==> config.mk <==
export PLATFORM = sky130hd
export DESIGN_NAME = ofmap_piso_ctrl
export DESIGN_NICKNAME = d
export VERILOG_FILES = /design/src/rtl/ofmap_piso_ctrl_pkg.sv /design/src/rtl/ofmap_piso_ctrl_counter.sv /design/src/rtl/ofmap_piso_ctrl.sv
export SDC_FILE = /design/constraint.sdc
export NUM_CORES = 1
export LEC_CHECK = 0
export CORE_ASPECT_RATIO = 0.7
export CORE_MARGIN = 3
export CORE_UTILIZATION = 30
export CTS_BUF_LIST = sky130_fd_sc_hd__clkbuf_16
export CTS_CLUSTER_DIAMETER = 40
export DETAILED_ROUTE_END_ITERATION = 16
export PLACE_DENSITY = 0.45
export SLEW_MARGIN = 20
export SYNTH_ARGS = -nofsm -noshare
export SYNTH_HDL_FRONTEND = slang
export SYNTH_SLANG_ARGS = --single-unit
==> constraint.sdc <==
create_clock -name clk -period 4 [get_ports clk]
set_input_delay 0.6 -clock clk [delete_from_list [all_inputs] [get_ports clk]]
set_output_delay 0.6 -clock clk [all_outputs]
set_load 0.005 [all_outputs]
==> src/rtl/ofmap_piso_ctrl_pkg.sv <==
// Shared types for the ofmap PISO sequencing controller.
package ofmap_piso_ctrl_pkg;

  typedef enum logic [2:0] {
    IDLE  = 3'd0,
    WAIT  = 3'd1,
    FIRST = 3'd2,
    XFER  = 3'd3,
    DONE  = 3'd4
  } state_t;

endpackage

==> src/rtl/ofmap_piso_ctrl_counter.sv <==
// Saturating up-counter with synchronous clear, used for the per-tile vector counts.
module ofmap_piso_ctrl_counter #(
  parameter int             WID       = 16,
  parameter logic [WID-1:0] MAX_COUNT = '1
) (
  input  logic           clk,
  input  logic           rst_n,
  input  logic           clr,
  input  logic           inc,
  output logic [WID-1:0] count
);

  always_ff @(posedge clk) begin
    if (!rst_n) begin
      count <= '0;
    end else if (clr) begin
      count <= '0;
    end else if (inc && (count != MAX_COUNT)) begin
      count <= count + 1'b1;
    end
  end

endmodule

==> src/rtl/ofmap_piso_ctrl.sv <==
// Sequencing controller for the ofmap PISO: takes chained vectors, drives load/start/en_PISO
// and pulses tile_done together with the last serial word of a tile.
module ofmap_piso_ctrl
  import ofmap_piso_ctrl_pkg::*;
#(
  parameter int OC0         = 4,
  parameter int VEC_CNT_WID = 16
) (
  input  logic                   clk,
  input  logic                   rst_n,
  input  logic                   tile_start,
  input  logic [VEC_CNT_WID-1:0] cfg_num_vec,
  input  logic                   chained_vld,
  output logic                   chained_rdy,
  output logic                   load,
  output logic                   start,
  output logic                   en_PISO,
  input  logic                   ofmap_rdy,
  input  logic                   chaining_last_one,
  output logic                   busy,
  output logic                   tile_done,
  output logic [2:0]             state_dbg
);

  // The XFER exit relies on chaining_last_one arriving after the FIRST shift.
  if (OC0 < 2) begin : g_oc0_check
    $error("ofmap_piso_ctrl: OC0 must be at least 2");
  end

  state_t                 state;
  state_t                 nxt;
  logic [VEC_CNT_WID-1:0] num_vec;
  logic [VEC_CNT_WID-1:0] ld_cnt;
  logic [VEC_CNT_WID-1:0] dn_cnt;
  logic                   hold_full;
  logic                   acc;
  logic                   cnt_clr;
  logic                   vec_done;
  logic                   last_vec;

  assign acc      = en_PISO && ofmap_rdy;
  assign cnt_clr  = tile_start && (state == IDLE);
  assign vec_done = (state == XFER) && chaining_last_one;
  assign last_vec = (dn_cnt == num_vec - 1'b1);

  // Handshake: a vector moves in every cycle with chained_vld && chained_rdy (that cycle is
  // load); chained_vld must hold with stable data until then, chained_rdy never looks at vld.
  assign chained_rdy = busy && (state != DONE) && !hold_full && (ld_cnt < num_vec);
  assign load        = chained_vld && chained_rdy;
  assign state_dbg   = state;

  ofmap_piso_ctrl_counter #(
    .WID       (VEC_CNT_WID),
    .MAX_COUNT ({VEC_CNT_WID{1'b1}})
  ) u_ld_cnt (
    .clk   (clk),
    .rst_n (rst_n),
    .clr   (cnt_clr),
    .inc   (load),
    .count (ld_cnt)
  );

  ofmap_piso_ctrl_counter #(
    .WID       (VEC_CNT_WID),
    .MAX_COUNT ({VEC_CNT_WID{1'b1}})
  ) u_dn_cnt (
    .clk   (clk),
    .rst_n (rst_n),
    .clr   (cnt_clr),
    .inc   (vec_done),
    .count (dn_cnt)
  );

  always_comb begin
    nxt = state;
    case (state)
      IDLE:  if (tile_start) nxt = (cfg_num_vec == '0) ? DONE : WAIT;
      WAIT:  if (load) nxt = FIRST;
      FIRST: if (acc) nxt = XFER;
      XFER: begin
        // A vector already held (or arriving now) chains straight into FIRST with no bubble.
        if (chaining_last_one) begin
          if (last_vec)               nxt = DONE;
          else if (hold_full || load) nxt = FIRST;
          else                        nxt = WAIT;
        end
      end
      DONE:    nxt = IDLE;
      default: nxt = IDLE;
    endcase
  end

  always_ff @(posedge clk) begin
    if (!rst_n) begin
      state     <= IDLE;
      num_vec   <= '0;
      hold_full <= 1'b0;
      busy      <= 1'b0;
      en_PISO   <= 1'b0;
      start     <= 1'b0;
      tile_done <= 1'b0;
    end else begin
      state     <= nxt;
      busy      <= (nxt != IDLE);
      en_PISO   <= (nxt == FIRST) || (nxt == XFER);
      start     <= (nxt == FIRST);
      tile_done <= (nxt == DONE);
      if (cnt_clr) num_vec <= cfg_num_vec;
      if (cnt_clr)            hold_full <= 1'b0;
      else if (load)          hold_full <= 1'b1;
      else if (acc && start)  hold_full <= 1'b0;
    end
  end

endmodule

# Word level (Yosys, flattened, before mapping)
# Index checks and enable logic that the tools add are counted.
[totals]
reg_bits = 56
word_cells = 52
[op_classes]
n_addsub = 3
order_cmp = 1
n_eq_ne = 10
n_mux = 10
n_bitwise = 1
reduce_logical = 18
[ops]
columns = ["operator", "count"]
rows = [
  ["$add A16 B1 Y16 const B", 2],
  ["$ne A16 B16 Y1 const B", 2],
  ["$mux W3", 6],
  ["$eq A16 B16 Y1", 1],
  ["$logic_not A16 Y1", 1],
  ["$lt A16 B16 Y1", 1],
  ["$sub A16 B1 Y16 const B", 1],
  ["$eq A3 B2 Y1 const B", 4],
  ["$pmux W3 S4", 1],
  ["$logic_and A1 B1 Y1", 10],
  ["$eq A3 B1 Y1 const B", 1],
  ["$eq A3 B3 Y1 const B", 1],
  ["$logic_not A3 Y1", 1],
  ["$ne A3 B3 Y1 const B", 1],
  ["$reduce_bool A3 Y1", 1],
  ["$logic_or A1 B1 Y1", 2],
  ["$mux W1", 2],
  ["$mux W2", 1],
  ["$reduce_bool A2 Y1", 1],
  ["$reduce_or A2 Y1", 1],
  ["$logic_not A1 Y1", 1],
  ["$not A1 Y1", 1],
]

# Longest topological paths before layout
# Gate-level depths: netlist of run 1.
[logic_depth]
depth_word = 12
ltp_mapped = 12

# Hierarchy
# Synthesis of run 1 repeated with hierarchy kept, for this count alone.
[unflattened]
hier_cells = 430
hier_area_um2 = 3622.2
[by_module_without_submodules]
columns = ["module", "instances", "cells_per_inst", "area_each_um2", "seq_area_each_um2"]
rows = [
  ["ofmap_piso_ctrl", 1, 248, 1893.1, 480.5],
  ["ofmap_piso_ctrl_counter", 2, 91, 864.6, 320.3],
]

# Worst setup path before layout of run 1
# No wires, ideal clock.
[synth_path]
path_kind = "reg-to-reg"
from = "register num_vec[0]"
to = "register busy"
arrival_time_ns = 2.715
required_time_ns = 3.873
path_slack_ns = 1.158
stages_incl_launch_ff = 11
n_path_buf = 0
synth_period_minus_slack_ns = 2.842
path_cell_list = "dfxtp_1 -> inv_1 -> ha_1 -> or4b_4 -> or3_1 -> o21ai_2 -> o2111a_1 -> nand4_1 -> or3_4 -> o21a_1 -> or3_1"
[synth_via]
elab_chain_len = 9
elab_cells_between_ends = 12
[synth_rtl]
columns = ["element", "line", "source"]
rows = [
  ["start, declared", "ofmap_piso_ctrl.sv:32", "logic [VEC_CNT_WID-1:0] num_vec;"],
  ["start signal, assigned", "ofmap_piso_ctrl.sv:108", "if (cnt_clr) num_vec <= cfg_num_vec;"],
  ["parallel branches: the longest is 7 deep, another holds $sub A16 B1 Y16", "n/a", ""],
  ["$pmux W3 S4 (*)", "ofmap_piso_ctrl.sv:76", "case (state)"],
  ["$reduce_bool A3 Y1 (*)", "ofmap_piso_ctrl.sv:104", "busy <= (nxt != IDLE);"],
  ["end signal, assigned", "ofmap_piso_ctrl.sv:104", ""],
  ["end, declared", "ofmap_piso_ctrl.sv:20", "output logic busy,"],
]
# Every way passes the cells marked *.
# A chain may end at the register's enable or synchronous reset.

# Worst setup path in the final report of run 1
[layout_path]
from = "register num_vec[9]"
to = "output port load"
[layout_via]
elab_chain_len = 3
[layout_rtl]
columns = ["element", "line", "source"]
rows = [
  ["$lt A16 B16 Y1", "ofmap_piso_ctrl.sv:48", "assign chained_rdy = busy && (state != DONE) && !hold_full && (ld_cnt < num_vec);"],
  ["$logic_and A1 B1 Y1", "ofmap_piso_ctrl.sv:48", ""],
  ["$logic_and A1 B1 Y1", "ofmap_piso_ctrl.sv:49", "assign load = chained_vld && chained_rdy;"],
  ["end, declared", "ofmap_piso_ctrl.sv:15", "output logic load,"],
]
# Every way passes these cells.

==> impl_metrics.tcl, run 1 <==
set metrics [dict create \
    dieWidth_um 134 \
    post_cts.repair.setup_buffers 0 \
    clock_tree.root_cell "clkbuf_16" \
    num-nets-final 506 \
    wire_length_of_the_first_global_routing_pass_um 16400 \
    vias_per_cell 5.09 \
    die_ar_sq_mm 0.0128 \
    postLayoutCellArea_sq_mm 0.00412 \
    synth_ff_type "dfxtp_1" \
    yosysTopAreaCell "dfxtp_1" \
    achievable_frequency_mhz 267 \
    dieHeight_um 95.7 \
    synthDominantCellAreaShare_pct 32.5 \
    worst-setup-path-type "register to primary output" \
    power.switching_fraction_pct 27.7 \
    antenna_cells_inserted 0 \
    gp_routability_congestion 0.952 \
    hpwl_um 7880 \
    yosys_register_bits 56 \
    aggregate_routed_wire_length_um 10100 \
    synthesis.yosys.warnings 0 \
    synth.distinct_cells 52 \
    placeableCoreArea_sq_mm 0.0111 \
    maxCapViolCount 0 \
    worst-path-max-fanout 7 \
    layout.cells.most_common_list "61 x nand2_1, 56 x dfxtp_1, 46 x nor2_1" \
    end_kind "primary output" \
    worst_slew_pin_slew_ns 0.794 \
    place.port_buffers 30 \
    cell_internal_power_w 0.000982 \
    yosys-top-cells-area "dfxtp_1 32%, nand2_1 6.6%, ha_1 6.5%, xor2_1 6.3%, nor2_1 5.0%" \
    via_count 3153 \
    grt.total_usage_pct 16.5 \
    rows 32 \
    async_set_or_reset_flop_fraction_in_the_synthesized_netlist_pct 0 \
    wl_per_cell_um 16.2 \
    netSwitchingPower_w 0.000376 \
    post_layout_nonfiller_instances 620 \
    flow.area_growth_from_synthesis_pct 19.3 \
    crit_required_ns 3.40 \
    clock_path_buffers 2 \
    mostFrequentLayoutCell "nand2_1" \
    final-max-slew-violation-count 0 \
    pin_count_of_the_biggest_net_entering_global_routing 34 \
    fin_util_pct 37.0 \
    floorplan.initialDensity_pct 31.0 \
    synthesized_instance_count 435 \
    power.sequential.fraction_pct 44.2 \
    detail_route.iter0.violations 191 \
    clock_skew_ns 0.00928 \
    clk_pwr_share_pct 36.8 \
    crit_path_start_kind "register" \
    finalHoldViolCount 0 \
    holdBufCountCts 0 \
    outcome "finished clean" \
    route.detailed.drc 0 \
    cts_tree "yes" \
    ios 31 \
    cellLeakagePower_nw 1.49 \
    count_of_h_tree_levels_built_during_cts 2 \
    antenna_left 0 \
    fillers 1165 \
    clock-sinks 56 \
    vdd_drop_max_mv 0.156 \
    finalCriticalPeriod_ns 3.75 \
    cellPowerDensity_mw_per_mm2 330 \
    worst_skew_pair_latency_ns 0.30 \
    ys_seq_area_share_pct 32.5 \
    layout-drive-gt1-share_pct 5.57 \
    cts_made_buffers 5 \
    post_synth_instance_area_sq_mm 0.00345 \
    classification_of_the_worst_slack_hold_path "register to register" \
    dpl_cell_area_sq_mm 0.00395 \
    rsz0062_at_grt "false" \
    postSynthNetCount 475 \
    final-setup-viol-count 0 \
    cts.clk_slew.worst_paths_ns 0.07 \
    grt_pass1_vias 3032 \
    totalNegativeSetupSlack_ns 0 \
    syn_area_per_cell_sq_um 7.93 \
    antenna_violations_before_repair 0 \
    worstPathArrival_ns 3.15 \
    post_cts_resize_count 0 \
    maxSlewHeadroom_pct 46.2 \
    numPlacedInstances 612 \
    synth_enable_flop_cells 0 \
    comb_power_share_pct 19.0 \
    final_min_period_over_clock_period_pct 93.6 \
    globalRouteOverflowTotal 0 \
    drt_pre_antenna_iters 6 \
]
==> critical path, stage by stage, from the launching register on <==
cell             delay [ns]
dfxtp_1                0.54
inv_1                  0.17
ha_1                   0.33
nand2_1                0.06
or3_1                  0.40
a2111oi_0              0.58
or4b_1                 0.23
inv_1                  0.09
clkdlybuf4s50_1        0.46
==> final cells by class <==
| class | count | area [sq um] | area share, % |
|---|---|---|---|
| clock buffers | 5 | 125 | 3.04 |
| clock inverters | 3 | 42.5 | 1.03 |
| inverters | 21 | 78.8 | 1.92 |
| multi-input cells | 343 | 2190 | 53.2 |
| flip-flops and latches | 56 | 1120 | 27.2 |
| well taps | 153 | 191 | 4.65 |
| repair buffers | 39 | 368 | 8.94 |
==> through the flow <==
| step | worst slack [ns] | hold slack [ns] | power [W] |
|---|---|---|---|
| after detailed placement | 0.600 | 0.513 | 0.000866 |
| after CTS | 0.284 | 0.523 | 0.00137 |
| final | 0.254 | 0.515 | 0.00136 |
| after global routing | 0.208 | 0.554 | 0.00142 |
| after global placement | 0.639 | 0.512 | 0.000871 |
| after floorplan | 1.16 | 0.467 | 0.000770 |
==> power groups by stage <==
| stage | Sequential (W) | Clock [W] | Combinational (W) |
|---|---|---|---|
| after global placement | 0.000613 | 0 | 0.000258 |
| after CTS | 0.000600 | 0.000518 | 0.000255 |
| final | 0.000601 | 0.000500 | 0.000257 |
| after detailed placement | 0.000613 | 0 | 0.000253 |
| after floorplan | 0.000598 | 0 | 0.000172 |
| after global routing | 0.000602 | 0.000536 | 0.000285 |
==> flip-flops by register name, summed over array words and instances, names as in the netlist <==
register,flops
hold_full,1
u_ld_cnt.count,16
busy,1
num_vec,16
u_dn_cnt.count,16
state_dbg,3
tile_done,1
en_PISO,1
start,1
==> per-layer routing <==
layer / share of wire (%) / vias up / track usage [%]
met5: 0 / - / 0
met4: 1.7 / 0 / 4.07
met3: 6.8 / 18 / 4.49
met2: 36 / 112 / 21.4
met1: 55 / 1434 / 26.0
li1: - / 1589 / -
==> worst paths after layout <==
| kind | from | endpoint | slack (ns) | cells after the start |
|---|---|---|---|---|
| min | num_vec[15] | num_vec[15] | 0.51 | 2 |
| max reg2reg | num_vec[9] | u_ld_cnt.count[15] | 0.50 | 11 |
| max | num_vec[9] | load | 0.25 | 8 |
| min reg2reg | num_vec[15] | num_vec[15] | 0.51 | 2 |
==> cell usage after synthesis, drive strengths merged (3+ instances only) <==
library cell	count
buf	4
mux2i	5
inv	21
nor4	9
nor2b	4
or3	8
xnor2	18
nand4	12
nor4b	4
nor2	46
ha	18
nor3b	7
a21oi	14
a211oi	3
dfxtp	56
nand2	61
o21a	8
clkbuf	11
xor2	25
o21ai	14
and3	7
nand3	23
nor3	11
a2111oi	3
a21boi	16
o211ai	3
==> cell families after synthesis <==
logic type,count (synthesis),synth area share (%)
XOR/XNOR,43,10.9
AND/OR/NAND/NOR,202,29.3
multiplexers,5,1.45
AO/OA/AOI/OAI,75,15.1
flip-flops,56,32.5
buffers and inverters,36,4.24
adder cells (fa/ha/maj),18,6.53
No activity file was read; power rests on OpenSTA's default activity.
==> run 2: changes to the inputs <==
--- a/config.mk
+++ b/config.mk
@@ -5,7 +5,6 @@
 export SDC_FILE = /design/constraint.sdc
 export NUM_CORES = 1
 export LEC_CHECK = 0
-export CORE_ASPECT_RATIO = 0.7
 export CORE_MARGIN = 3
 export CORE_UTILIZATION = 30
 export CTS_BUF_LIST = sky130_fd_sc_hd__clkbuf_16
==> constraint.sdc (replaced) <==
create_clock -name clk -period 4.4 [get_ports clk]
set_input_delay 0.66 -clock clk [delete_from_list [all_inputs] [get_ports clk]]
set_output_delay 0.66 -clock clk [all_outputs]
set_load 0.005 [all_outputs]
==> impl_metrics.tcl, run 2 (synthesized netlist as in run 1, its figures left out) <==
set metrics [dict create \
    finalHoldViolCount 0 \
    worst-setup-path-type "register to primary output" \
    cts_made_buffers 5 \
    worstPathArrival_ns 3.14 \
    hpwl_um 7430 \
    cellPowerDensity_mw_per_mm2 291 \
    ios 31 \
    rows 38 \
    holdBufCountCts 0 \
    biggestRegsByFlops "num_vec: 16 flops, u_dn_cnt.count: 16 flops, u_ld_cnt.count: 16 flops" \
    end_kind "primary output" \
    finalCriticalPeriod_ns 3.80 \
    vdd_drop_max_mv 0.158 \
    place.port_buffers 30 \
    vias_per_cell 5.16 \
    rsz0062_at_grt "false" \
    layout.cells.most_common_list "61 x nand2_1, 56 x dfxtp_1, 46 x nor2_1" \
    worst_skew_pair_latency_ns 0.30 \
    post_cts.repair.setup_buffers 0 \
    die_ar_sq_mm 0.0128 \
    crit_required_ns 3.74 \
    crit_path_start_kind "register" \
    cts_tree "yes" \
    maxCapViolCount 0 \
    post_cts_resize_count 0 \
    count_of_h_tree_levels_built_during_cts 2 \
    dieHeight_um 113 \
    worst-path-max-fanout 11 \
    pin_count_of_the_biggest_net_entering_global_routing 34 \
    route.detailed.drc 0 \
    detail_route.iter0.violations 143 \
    fin_util_pct 36.6 \
    dieWidth_um 113 \
    dpl_cell_area_sq_mm 0.00389 \
    gp_routability_congestion 0.855 \
    classification_of_the_worst_slack_hold_path "register to register" \
    antenna_left 0 \
    grt.total_usage_pct 16.0 \
    globalRouteOverflowTotal 0 \
    antenna_cells_inserted 0 \
    hold_slack_ns 0.512 \
    antenna_violations_before_repair 0 \
    totalNegativeSetupSlack_ns 0 \
    worst_slew_pin_slew_ns 0.773 \
    clock_skew_ns 0.00496 \
    grt_pass1_vias 3130 \
    layout-drive-gt1-share_pct 4.55 \
    outcome "finished clean" \
    wire_length_of_the_first_global_routing_pass_um 16200 \
    floorplan.initialDensity_pct 31.3 \
    maxSlewHeadroom_pct 47.7 \
    aggregate_routed_wire_length_um 9760 \
    flow.area_growth_from_synthesis_pct 17.1 \
    achievable_frequency_mhz 263 \
    drt_pre_antenna_iters 4 \
    clock_tree.root_cell "clkbuf_16" \
    postLayoutCellArea_sq_mm 0.00404 \
    final-setup-viol-count 0 \
    final_min_period_over_clock_period_pct 86.3 \
    clock-sinks 56 \
    wl_per_cell_um 16.2 \
    cts.clk_slew.worst_paths_ns 0.07 \
    cellLeakagePower_nw 1.46 \
    final-max-slew-violation-count 0 \
    clock_path_buffers 2 \
    via_count 3108 \
    placeableCoreArea_sq_mm 0.0110 \
    num-nets-final 501 \
    mostFrequentLayoutCell "nand2_1" \
]
[run 2: cell count changes in the layout (fill, tap and decap cells not counted)]
cell	delta
buf_4	-5
bufinv_16	-1
clkinv_1	-1
clkinvlp_4	+1
inv_1	+1
[run 2: final cells by class]
class | instances | area, sq um
Tap cell | 140 | 175
Sequential cell | 56 | 1120
Inverter | 21 | 78.8
Clock inverter | 3 | 20.0
Multi-Input combinational cell | 343 | 2190
Clock buffer | 5 | 125
Timing Repair Buffer | 34 | 330
Fill cell | 1191 | 6990
[run 2: path summary, 6_finish.rpt]
path / from / endpoint / depth (start not counted) / slack, ns
worst max-delay path: num_vec[9] / load / 8 / 0.60
worst min-delay path: num_vec[15] / num_vec[15] / 2 / 0.51
worst max register to register: num_vec[0] / busy / 10 / 1.04
worst min register to register: num_vec[15] / num_vec[15] / 2 / 0.51
[run 2: critical path: stages, from the launching register on]
cell and delay (ns):
dfxtp_1 0.48, inv_1 0.12, ha_1 0.31, nand2_1 0.05, or3_1 0.36, a2111oi_0 0.47, or4b_1 0.48, inv_1 0.11
clkdlybuf4s50_1 0.46
[run 2: metal layers]
layer  wire length (um)  track usage (%)  vias up
met3                281             2.73       18
met2               4520             26.3       49
met1               4760             21.3     1455
met4                196             4.89        0
li1                   -                -     1586
met5                  0                0        -
[run 2: power by group]
part	total, W	leakage, nW	internal (W)	switching, W
logic	0.000224	0.930	0.000101	0.000123
registers	0.000546	0.454	0.000520	0.0000259
clock network	0.000406	0.0712	0.000211	0.000195
[run 2: stage by stage]
| stage | cells | total power, W | worst slack (ns) |
|---|---|---|---|
| after global routing | 602 | 0.00125 | 0.249 |
| after floorplan | 435 | 0.000700 | 1.56 |
| after detailed placement | 594 | 0.000782 | 0.945 |
| final | 602 | 0.00118 | 0.605 |
| after global placement | 594 | 0.000783 | 1.01 |
| after CTS | 602 | 0.00120 | 0.595 |
==> patch 1, RTL diff (settings of run 2) <==
Put one more register stage on the output `state_dbg`, with the module's reset. The value now appears one clock later. The other outputs are not delayed to match.
--- a/src/rtl/ofmap_piso_ctrl.sv
+++ b/src/rtl/ofmap_piso_ctrl.sv
@@ -49,3 +49,9 @@
   assign load        = chained_vld && chained_rdy;
-  assign state_dbg   = state;
+  always_ff @(posedge clk) begin
+    if (!rst_n) begin
+      state_dbg <= '0;
+    end else begin
+      state_dbg <= state;
+    end
+  end
 
Formal check against the unedited RTL: not equivalent (a bounded check fails within 4 cycles, from zero or initial values and one cycle with rst_n low).
==> patch 1 against run 2 <==
Design area up 3.7%. Area after synthesis up 0.18%. Wire length down 3.1%. Via count about the same. Power up 23%. Clock skew about the same. Sequential cell count up 3. First-iteration DRC count down 11%. Setup slack better by 200 ps. Highest routed layer unchanged.
==> patch 1: results (changes against run 2) <==
grt.met3_usage: 0.0369  # +0.00963
fill_cells: 1184  # -0.59%
met1_usage: 0.207  # -0.00657
synth_cell_types: 57  # +9.6%
hp-start: "hold_full"
grtUsageMet2: 0.250  # -0.0126
seqCellArea_um2: 1180  # +5.4%
hold_ws_ps: 484  # -27.6 ps
ys_top_cells_by_count: "61 x nand2_1, 59 x dfxtp_1, 43 x nor2_1, 29 x xnor2_1, 24 x inv_1"
synth-seq-area-share: 0.342  # +0.0168
slowest_delay_ps: 500  # +20 ps
inverters: 24  # +14%
post-place-ws_ps: 1160  # +211 ps
synthTopCellsByArea: "dfxtp_1 34%, xnor2_1 7.3%, nand2_1 6.6%"
yosys-mux-area-fraction: 0.00615  # -0.00835
p_leak_nw: 1.58  # +8.3%
clkLatencyLatePin_ps: 330  # +30 ps
drive_above_1_share: 0.0560  # +0.0106
syn_inst: 426  # -2.1%
gp_congestion: 0.816  # -4.5%
routed_wl_um: 9450  # -3.1%
route.met3.wl_um: 351  # +25%
synthArstFlopShare: 0  # unchanged
critPathSlowestCell: "or4b_1"
drt_iter0_markers: 127  # -11%
status: "complete, no violations"
reg2reg_from: "num_vec[6]"
clk_share: 0.0654  # +0.0295
synth-xor-area-share: 0.122  # +0.0125
post_drt_via_cell_ratio: 5.14  # -0.36%
skew_ps: 5.45  # +0.491 ps
numCtsBuffers: 9  # +4
grt_first_pass_wirelength_um: 15800  # -2.6%
synth-compound-area-share: 0.126  # -0.0245
multi_input_comb_cells: 329  # -4.1%
placed_cell_area_um2: 3920  # +0.55%
synth_nets: 466  # -1.9%
area_share_nonclk_buffers: 0.0842  # +0.00244
grt_max_degree: 24  # -29%
r2r_setup_slack_ps: 1310  # +270 ps
peakVddDrop_v: 0.000154  # -2.3%
cp_max_fo: 6  # -5
multi_input_area_um2: 2120  # -3.3%
worstPathArrival_ps: 2940  # -200 ps
tightestPinTransition_ps: 963  # +190 ps
dr_wl_met2_um: 4360  # -3.4%
synth-adder-area-share: 0.0652  # -0.000118
cts.clk_slew.worst_paths_ps: 50  # -20 ps
wl_met1_um: 4580  # -4.0%
num_vias: 3107  # -0.032%
dp.cells: 589  # -0.84%
fin_util: 0.380  # +0.0136
dp_hpwl_um: 7120  # -4.2%
num-nonclk-buffers: 37  # +8.8%
==> patch 1: cell count changes after synthesis, moves of 4 or more <==
| cell | delta |
|---|---|
| xnor2_1 | +11 |
| nor4_1 | +9 |
| nand3_1 | -6 |
| o21a_1 | -6 |
| xor2_1 | -6 |
| a31oi_1 | +5 |
| a21oi_1 | -4 |
| and2_1 | +4 |
| mux2i_1 | -4 |
| nor3b_1 | -4 |
| o21ai_0 | -4 |
| or3_1 | -4 |
==> patch 1: worst max path at each step <==
stage	cells past startpoint	start	end	slack, ps
2_1_floorplan	10	num_vec[5]	load	1360
3_3_place_gp	8	num_vec[6]	load	1160
3_5_place_dp	8	num_vec[5]	load	1160
4_1_cts	8	num_vec[6]	load	790
5_1_grt	8	num_vec[5]	load	650
6_report	8	num_vec[6]	load	800
==> patch 1: report_power, final <==
part / internal (W) / switching [W]
Clock: 0.000425 / 0.000241
Sequential: 0.000551 / 0.0000243
Combinational: 0.0000967 / 0.000114
==> patch 2, RTL diff (flow settings as in run 2) <==
Made on the original files. `VEC_CNT_WID`: 16 -> 32.
--- a/src/rtl/ofmap_piso_ctrl.sv
+++ b/src/rtl/ofmap_piso_ctrl.sv
@@ -6,3 +6,3 @@
   parameter int OC0         = 4,
-  parameter int VEC_CNT_WID = 16
+  parameter int VEC_CNT_WID = 32
 ) (
Interface: changed (resized cfg_num_vec); port bits go from 31 to 47. No check against the original RTL was run, so the function may have changed too.
==> patch 2 against run 2 <==
Power increased by 96%. Sequential power increased by 85%. Global-route usage decreased by 0.075 points. Design area increased by 89%. Sequential share of layout area decreased by 0.43 points. Area after synthesis increased by 90%. Setup slack improved by 100 ps. Sequential cell count increased by 48. Wire length increased by 89%. Critical path type unchanged.
==> patch 2: results (changes against run 2) <==
synth-compound-area-share: 0.134  # -0.0162
dr_wl_met2_um: 7960  # +76%
synth_cell_types: 66  # +27%
wire_per_inst_um: 16.3  # +0.82%
dp_hpwl_um: 14300  # +92%
ys_top_cells_by_count: "114 x nand2_1, 104 x dfxtp_1, 79 x nor2_1, 60 x xnor2_1, 45 x inv_1"
grtUsageMet2: 0.242  # -0.0209
seq_share: 0.273  # -0.00429
grt_first_pass_wirelength_um: 30000  # +85%
fill_cells: 2232  # +87%
num_vias: 5666  # +82%
tightestPinTransition_ps: 758  # -14.9 ps
grt.met3_usage: 0.0253  # -0.00194
cts_max_level: 3  # +1
wl_met1_um: 9730  # +100%
clkbuf_count: 9  # +4
grt_max_degree: 35  # +2.9%
layout.nets: 921  # +84%
status: "complete, no violations"
routed_wl_um: 18500  # +89%
peakVddDrop_v: 0.000140  # -11%
rows: 53  # +39%
cts.sinks: 104  # +86%
grtUsageTotal: 0.159  # -0.000753
multi_input_comb_cells: 636  # +85%
clkLatencyLatePin_ps: 360  # +60 ps
yosys-mux-area-fraction: 0.0109  # -0.00363
cp_max_fo: 4  # -7
skew_ps: 7.92  # +2.96 ps
avgSynthCellArea_um2: 8.02  # +1.2%
==> patch 2: through the flow <==
stage / setup WS [ps] / hold WS [ps] / utilization
after floorplan: 1510 / 463 / -
after global placement: 1070 / 491 / 0.344
after detailed placement: 1090 / 499 / 0.344
after CTS: 684 / 515 / 0.359
after global routing: 456 / 540 / 0.359
final: 705 / 510 / 0.359
==> patch 2: power groups by stage <==
stage               logic [W]  registers (W)  clock network (W)
floorplan            0.000285        0.00101                  0
global placement     0.000408        0.00103                  0
detailed placement   0.000405        0.00103                  0
CTS                  0.000408        0.00101           0.000929
global route         0.000451        0.00102           0.000961
finish               0.000403        0.00101           0.000894
==> patch 2: final timing paths <==
check / end / cells past startpoint / slack [ps] / startpoint
hold / removal: hold_full / 2 / 510 / hold_full
setup reg to reg: start / 10 / 980 / num_vec[0]
hold reg to reg: hold_full / 2 / 510 / hold_full
setup / recovery: load / 10 / 700 / num_vec[29]
